## src/rtl/fpu_mul_seq.sv

```systemverilog
// Multi-cycle IEEE-754 binary32 multiplier, shift-add datapath, valid/ready on both sides.
// Build option: define FPU_MUL_RADIX4_EN to retire two multiplier bits per MUL cycle.
module fpu_mul_seq (
  input  logic        clk,
  input  logic        rst_n,
  input  logic        in_valid,
  output logic        in_ready,
  input  logic [31:0] a,
  input  logic [31:0] b,
  output logic        out_valid,
  input  logic        out_ready,
  output logic [31:0] y,
  output logic [3:0]  flags
);

`ifdef FPU_MUL_RADIX4_EN
  localparam int unsigned RADIX_BITS = 2;
`else
  localparam int unsigned RADIX_BITS = 1;
`endif
  localparam int unsigned SW   = 24 + RADIX_BITS;
  localparam logic [4:0]  LAST = 5'(24 / RADIX_BITS - 1);

  localparam logic [2:0] S_IDLE  = 3'd0;
  localparam logic [2:0] S_MUL   = 3'd1;
  localparam logic [2:0] S_NORM  = 3'd2;
  localparam logic [2:0] S_ROUND = 3'd3;
  localparam logic [2:0] S_DONE  = 3'd4;

  localparam logic [1:0] SP_NONE = 2'd0;
  localparam logic [1:0] SP_NAN  = 2'd1;
  localparam logic [1:0] SP_INF  = 2'd2;
  localparam logic [1:0] SP_ZERO = 2'd3;

  logic [2:0]        r_state;
  logic [4:0]        r_cnt;
  logic              r_sign;
  logic signed [9:0] r_exp;
  logic [23:0]       r_mcand;
  logic [47:0]       r_prod;
  logic [1:0]        r_sp;
  logic              r_inv;
  logic [23:0]       r_mant;
  logic              r_g, r_r, r_s;
  logic [31:0]       r_y;
  logic [3:0]        r_flags;
`ifdef FPU_MUL_RADIX4_EN
  logic [25:0]       r_m3;
`endif

  logic [7:0]  w_ea, w_eb;
  logic        w_a_nan, w_b_nan, w_a_snan, w_b_snan;
  logic        w_a_inf, w_b_inf, w_a_zero, w_b_zero;
  logic [1:0]  w_sp;
  logic        w_inv;
  logic [SW-1:0] w_addend, w_sum;
  logic [47:0] w_prod_next;
  logic        w_up;
  logic [24:0] w_rsum;
  logic signed [9:0] w_efin;
  logic [22:0] w_frac;

  assign w_ea     = a[30:23];
  assign w_eb     = b[30:23];
  assign w_a_nan  = (&w_ea) && (|a[22:0]);
  assign w_b_nan  = (&w_eb) && (|b[22:0]);
  assign w_a_snan = w_a_nan && !a[22];
  assign w_b_snan = w_b_nan && !b[22];
  assign w_a_inf  = (&w_ea) && !(|a[22:0]);
  assign w_b_inf  = (&w_eb) && !(|b[22:0]);
  // exp==0 covers both true zero and flushed subnormals
  assign w_a_zero = !(|w_ea);
  assign w_b_zero = !(|w_eb);

  always_comb begin
    w_sp  = SP_NONE;
    w_inv = 1'b0;
    if (w_a_nan || w_b_nan) begin
      w_sp  = SP_NAN;
      w_inv = w_a_snan || w_b_snan;
    end else if ((w_a_inf && w_b_zero) || (w_b_inf && w_a_zero)) begin
      w_sp  = SP_NAN;
      w_inv = 1'b1;
    end else if (w_a_inf || w_b_inf) begin
      w_sp = SP_INF;
    end else if (w_a_zero || w_b_zero) begin
      w_sp = SP_ZERO;
    end
  end

  // Multiplier sits in the low half of r_prod and shifts out as partial sums shift in
  always_comb begin
`ifdef FPU_MUL_RADIX4_EN
    case (r_prod[1:0])
      2'd0:    w_addend = '0;
      2'd1:    w_addend = {2'b00, r_mcand};
      2'd2:    w_addend = {1'b0, r_mcand, 1'b0};
      default: w_addend = r_m3;
    endcase
`else
    w_addend = r_prod[0] ? {1'b0, r_mcand} : '0;
`endif
  end

  assign w_sum       = {{RADIX_BITS{1'b0}}, r_prod[47:24]} + w_addend;
  assign w_prod_next = {w_sum, r_prod[23:RADIX_BITS]};

  assign w_up   = r_g && (r_r || r_s || r_mant[0]);
  assign w_rsum = {1'b0, r_mant} + {24'd0, w_up};
  assign w_efin = r_exp + $signed({9'd0, w_rsum[24]});
  assign w_frac = w_rsum[24] ? w_rsum[23:1] : w_rsum[22:0];

  always_ff @(posedge clk or negedge rst_n) begin
    if (!rst_n) begin
      r_state <= S_IDLE;
      r_cnt   <= '0;
      r_sign  <= 1'b0;
      r_exp   <= '0;
      r_mcand <= '0;
      r_prod  <= '0;
      r_sp    <= SP_NONE;
      r_inv   <= 1'b0;
      r_mant  <= '0;
      r_g     <= 1'b0;
      r_r     <= 1'b0;
      r_s     <= 1'b0;
      r_y     <= '0;
      r_flags <= '0;
`ifdef FPU_MUL_RADIX4_EN
      r_m3    <= '0;
`endif
    end else begin
      case (r_state)
        S_IDLE: if (in_valid) begin
          r_sign  <= a[31] ^ b[31];
          r_exp   <= $signed({2'b00, w_ea}) + $signed({2'b00, w_eb}) - 10'sd127;
          r_mcand <= {1'b1, a[22:0]};
          r_prod  <= {24'd0, 1'b1, b[22:0]};
          r_sp    <= w_sp;
          r_inv   <= w_inv;
          r_cnt   <= '0;
`ifdef FPU_MUL_RADIX4_EN
          r_m3    <= {2'b00, 1'b1, a[22:0]} + {1'b0, 1'b1, a[22:0], 1'b0};
`endif
          r_state <= S_MUL;
        end
        S_MUL: begin
          r_prod <= w_prod_next;
          r_cnt  <= r_cnt + 5'd1;
          if (r_cnt == LAST) r_state <= S_NORM;
        end
        S_NORM: begin
          if (r_prod[47]) begin
            r_mant <= r_prod[47:24];
            r_g    <= r_prod[23];
            r_r    <= r_prod[22];
            r_s    <= |r_prod[21:0];
            r_exp  <= r_exp + 10'sd1;
          end else begin
            r_mant <= r_prod[46:23];
            r_g    <= r_prod[22];
            r_r    <= r_prod[21];
            r_s    <= |r_prod[20:0];
          end
          r_state <= S_ROUND;
        end
        S_ROUND: begin
          case (r_sp)
            SP_NAN: begin
              r_y     <= 32'h7FC0_0000;
              r_flags <= {r_inv, 3'b000};
            end
            SP_INF: begin
              r_y     <= {r_sign, 8'hFF, 23'd0};
              r_flags <= 4'b0000;
            end
            SP_ZERO: begin
              r_y     <= {r_sign, 31'd0};
              r_flags <= 4'b0000;
            end
            default: begin
              if (w_efin >= 10'sd255) begin
                r_y     <= {r_sign, 8'hFF, 23'd0};
                r_flags <= 4'b0101;
              end else if (w_efin <= 10'sd0) begin
                r_y     <= {r_sign, 31'd0};
                r_flags <= 4'b0011;
              end else begin
                r_y     <= {r_sign, w_efin[7:0], w_frac};
                r_flags <= {3'b000, r_g | r_r | r_s};
              end
            end
          endcase
          r_state <= S_DONE;
        end
        S_DONE: if (out_ready) r_state <= S_IDLE;
        default: r_state <= S_IDLE;
      endcase
    end
  end

  // rst_n gating keeps in_ready low while reset is held even though the state reads IDLE
  assign in_ready  = (r_state == S_IDLE) && rst_n;
  assign out_valid = (r_state == S_DONE);
  assign y         = r_y;
  assign flags     = r_flags;

endmodule

```

## config.mk

```make
export PLATFORM = sky130hd
export DESIGN_NAME = fpu_mul_seq
export DESIGN_NICKNAME = d
export VERILOG_FILES = /design/src/rtl/fpu_mul_seq.sv
export SDC_FILE = /design/constraint.sdc
export NUM_CORES = 1
export LEC_CHECK = 0
export CORE_MARGIN = 4
export CORE_UTILIZATION = 62
export CTS_CLUSTER_SIZE = 14
export DETAILED_ROUTE_END_ITERATION = 10
export PLACE_DENSITY = 0.95
export SKIP_CTS_REPAIR_TIMING = 1
export SYNTH_ARGS = -nofsm -noshare
export SYNTH_HDL_FRONTEND = slang
export SYNTH_SLANG_ARGS = --single-unit
```

## constraint.sdc

```tcl
create_clock -name clk -period 5.5 [get_ports clk]
set_clock_uncertainty 0.2 [all_clocks]
set_input_delay 0.825 -clock clk [delete_from_list [all_inputs] [get_ports clk]]
set_output_delay 0.825 -clock clk [all_outputs]
set_load 0.01 [all_outputs]
```

==> results_dict.tcl <==
set metrics [dict create \
    yosysWarnings 0 \
    drt_iter0_drc 1145 \
    use_met3_pct 5.34 \
    synth_fp_nets 1240 \
    p_sw_w 0.00256 \
    use_met2_pct 46.9 \
    cp_data_arrival_time_ps 4840 \
    status "finished clean" \
    hold_viol_final 0 \
    dieArea_mm2 0.0175 \
    final_cells 1394 \
    antenna_left 0 \
    syn_area_mm2 0.00956 \
    cts_buffer_depth 2 \
    clk_latency_ps 430 \
    htree_num_levels 4 \
    grt.total_usage_pct 28.0 \
    antenna_found_initial 0 \
    syn_avg_cell_area_um2 8.52 \
    synth_cell_types 72 \
    ys_seq_elements 157 \
    cts_tree "built" \
    worst_ir_drop_vdd_v 0.000290 \
    dp_hpwl_um 17100 \
    dieWidth_um 132 \
    grt_pass1_vias 8358 \
    grt_overflow_total 0 \
    path_class "flip-flop to flip-flop" \
    rsz0062_at_grt "false" \
    cp.required_ps 5580 \
    drt-total-wl_um 24600 \
    cts_buffers 17 \
    post_drt_wl_per_cell_um 17.6 \
    nNetsFinal 1311 \
    cp-end-kind "flip-flop" \
    grt_max_degree 79 \
    cts.sinks 157 \
    vias 8868 \
    path_clk_slew_ps 70 \
    maxSlewHeadroom_pct 29.6 \
    diodes 0 \
    io_buffers 105 \
    met1_usage_pct 37.2 \
    clock.fmax_ghz 0.210 \
    p_clk_share_pct 20.3 \
    synth_cells 1122 \
    final.setup.tns_ps 0 \
    n_fill_cell 1049 \
    critPathMaxFanout 11 \
    slew_violations 0 \
    p_comb_share_pct 45.5 \
    setup_viol 0 \
    power.density_cell_area_mw_per_mm2 536 \
    grt_pass1_wl_um 40700 \
    synthFlopType "dfrtp_1" \
    pin_count 106 \
    synth_edf_count 0 \
    period_share_pct 86.6 \
    drv_cap 0 \
    drt_pass1_iterations 8 \
    p_int_w 0.00347 \
    cts_root_buf "clkbuf_16" \
    layout_min_cycle_time_ps 4760 \
    drive_gt1_share_pct 4.89 \
    area_growth_pct 17.8 \
    core-area_mm2 0.0151 \
    async_flop_share_pct 100 \
    die_y_um 132 \
    max_slew.worst_pin.slew_ps 1050 \
    seq_area_frac_synth_pct 41.1 \
    min_path_type "input port to async pin" \
    dpl.cell_count 1362 \
    p_sw_share_pct 42.4 \
    gp_congestion 0.929 \
    start_util_pct 63.1 \
    placementRows 45 \
    leakage_nw 4.88 \
    drc 0 \
    top_usage_layer "met2" \
    power_frac_seq_pct 34.2 \
    avgViaCountPerCell 6.36 \
    start_kind "flip-flop" \
]
## cell usage after synthesis, types with 2 or more instances
cell / n / share of area [%]
xnor2_1: 22 / 2.0
o21ai_0: 91 / 4.8
inv_1: 22 / 0.86
o22ai_1: 2 / 0.13
nor3_1: 25 / 1.3
nor4_1: 16 / 1.0
o31ai_1: 14 / 1.1
or3_1: 2 / 0.13
nand2_2: 2 / 0.13
buf_1: 9 / 0.35
nor2_1: 75 / 2.9
nand2_1: 228 / 9.0
a2111oi_0: 5 / 0.46
nand3_1: 50 / 2.6
ha_1: 48 / 6.3
buf_6: 2 / 0.24
o22a_1: 8 / 0.73
a22o_1: 3 / 0.27
or4_1: 8 / 0.63
a21oi_1: 44 / 2.3
a311oi_1: 2 / 0.18
o21bai_1: 3 / 0.24
nor2b_1: 7 / 0.46
or2_2: 3 / 0.20
nand4_1: 12 / 0.79
buf_4: 4 / 0.31
a21o_1: 12 / 0.94
nand4_2: 2 / 0.26
o211ai_1: 7 / 0.55
and3_1: 13 / 0.85
and2_1: 33 / 2.2
nand2b_1: 10 / 0.65
a211oi_1: 12 / 0.94
fa_1: 2 / 0.42
xor2_1: 25 / 2.3
buf_2: 3 / 0.16
a31oi_1: 33 / 2.2
dfrtp_1: 157 / 41
mux2i_1: 27 / 2.8
o21ai_1: 3 / 0.16
clkbuf_1: 42 / 1.6
o311ai_0: 4 / 0.37
## power by group through the flow
stage          clock (W)  sequential [W]  combinational (W)
6_report         0.00122         0.00206            0.00274
5_1_grt          0.00129         0.00211            0.00304
4_1_cts          0.00123         0.00204            0.00270
3_5_place_dp           0         0.00205            0.00264
3_3_place_gp           0         0.00201            0.00252
2_1_floorplan          0         0.00188            0.00211
## layout make-up
cell class / count / area [um^2] / share of cell area, %
multi-input combinational: 883 / 5290 / 47.0
tap: 188 / 235 / 2.09
sequential: 157 / 3930 / 34.9
clock inverter: 15 / 185 / 1.65
inverter: 22 / 82.6 / 0.734
clock buffer: 17 / 425 / 3.78
timing repair buffer: 112 / 1100 / 9.82
## sequential cells by signal, summed over array words and instances (netlist names), 2 cells and up
register  count
r_prod       48
r_exp        10
flags         4
r_state       3
r_mcand      24
r_sp          2
y            32
r_mant       24
r_cnt         5
## metrics by stage
stage | utilization [%] | worst slack, ps | instance area [um^2] | power (W) | hold WS, ps
6_report | 74.3 | 737 | 11300 | 0.00603 | 85.8
5_1_grt | 74.3 | 481 | 11300 | 0.00643 | 112
3_3_place_gp | 70.3 | 1110 | 10600 | 0.00453 | 240
2_1_floorplan | - | 1710 | 9560 | 0.00398 | 225
3_5_place_dp | 70.3 | 948 | 10600 | 0.00469 | 247
4_1_cts | 74.3 | 837 | 11300 | 0.00597 | 88.5
## metal layers
layer	vias to the layer above	wire (um)
li1	4125	-
met1	4176	10200
met2	485	11800
met3	82	2040
met4	0	605
met5	-	0
## critical path, cell delays in order, from the launching register on
cell and delay [ps]:
dfrtp_1 400, and2_1 210, ha_1 220, and3_1 260, nand3_2 160, nor3_1 350, and2_1 300, ha_1 280
ha_1 310, nand4_2 210, or4_1 520, o211a_1 170, o211ai_2 440, or3_1 440, o31ai_1 140
## cells by family after synthesis
family                     Yosys count  synth area share (%)
buffers and inverters               82                  3.57
and+or+nand+nor                    496                  24.1
AOI/OAI and AO/OA                  262                  17.3
xor gates and xnor gates            47                  4.31
muxes                               28                  2.95
DFF                                157                  41.1
adders and majority gates           50                  6.70
## cells in the final DEF, fill, tap and decap left out, types with 3 or more instances in the layout
cell type          n
o21ai_0           91
o22a_1             8
bufinv_16          3
nor2b_1            7
clkinv_4           3
o21bai_1           3
a21o_1            12
o21ai_1            3
inv_1             22
nand3_1           50
clkbuf_16         17
a31oi_1           33
nor3_1            25
a21oi_1           44
nor2_1            75
and2_1            32
or2_2              3
ha_1              48
nand2_2            3
o31ai_1           14
buf_4              7
xnor2_1           22
nor4_1            16
nand2_1          227
or4_1              8
a211oi_1          12
dfrtp_1          157
clkdlybuf4s50_1  104
nand2b_1           9
nand4_1           12
and3_1            13
o311ai_0           4
o211ai_1           7
xor2_1            25
clkinv_2           3
a22o_1             3
mux2i_1           27
a2111oi_0          5
inv_6              4
## path summary, 6_finish.rpt
kind                            slack [ps]   startpoint  depth (start not counted)          end
worst max-delay path                   740          r_g                         14         y[5]
worst min-delay path                    90        rst_n                          1    r_prod[4]
worst max register to register         740          r_g                         14         y[5]
worst min register to register         270  r_mcand[23]                          1  r_mcand[23]
max in group asynchronous             3190        rst_n                          3        y[27]
min in group clk                       270  r_mcand[23]                          1  r_mcand[23]
(Power assumes the default switching activity.)
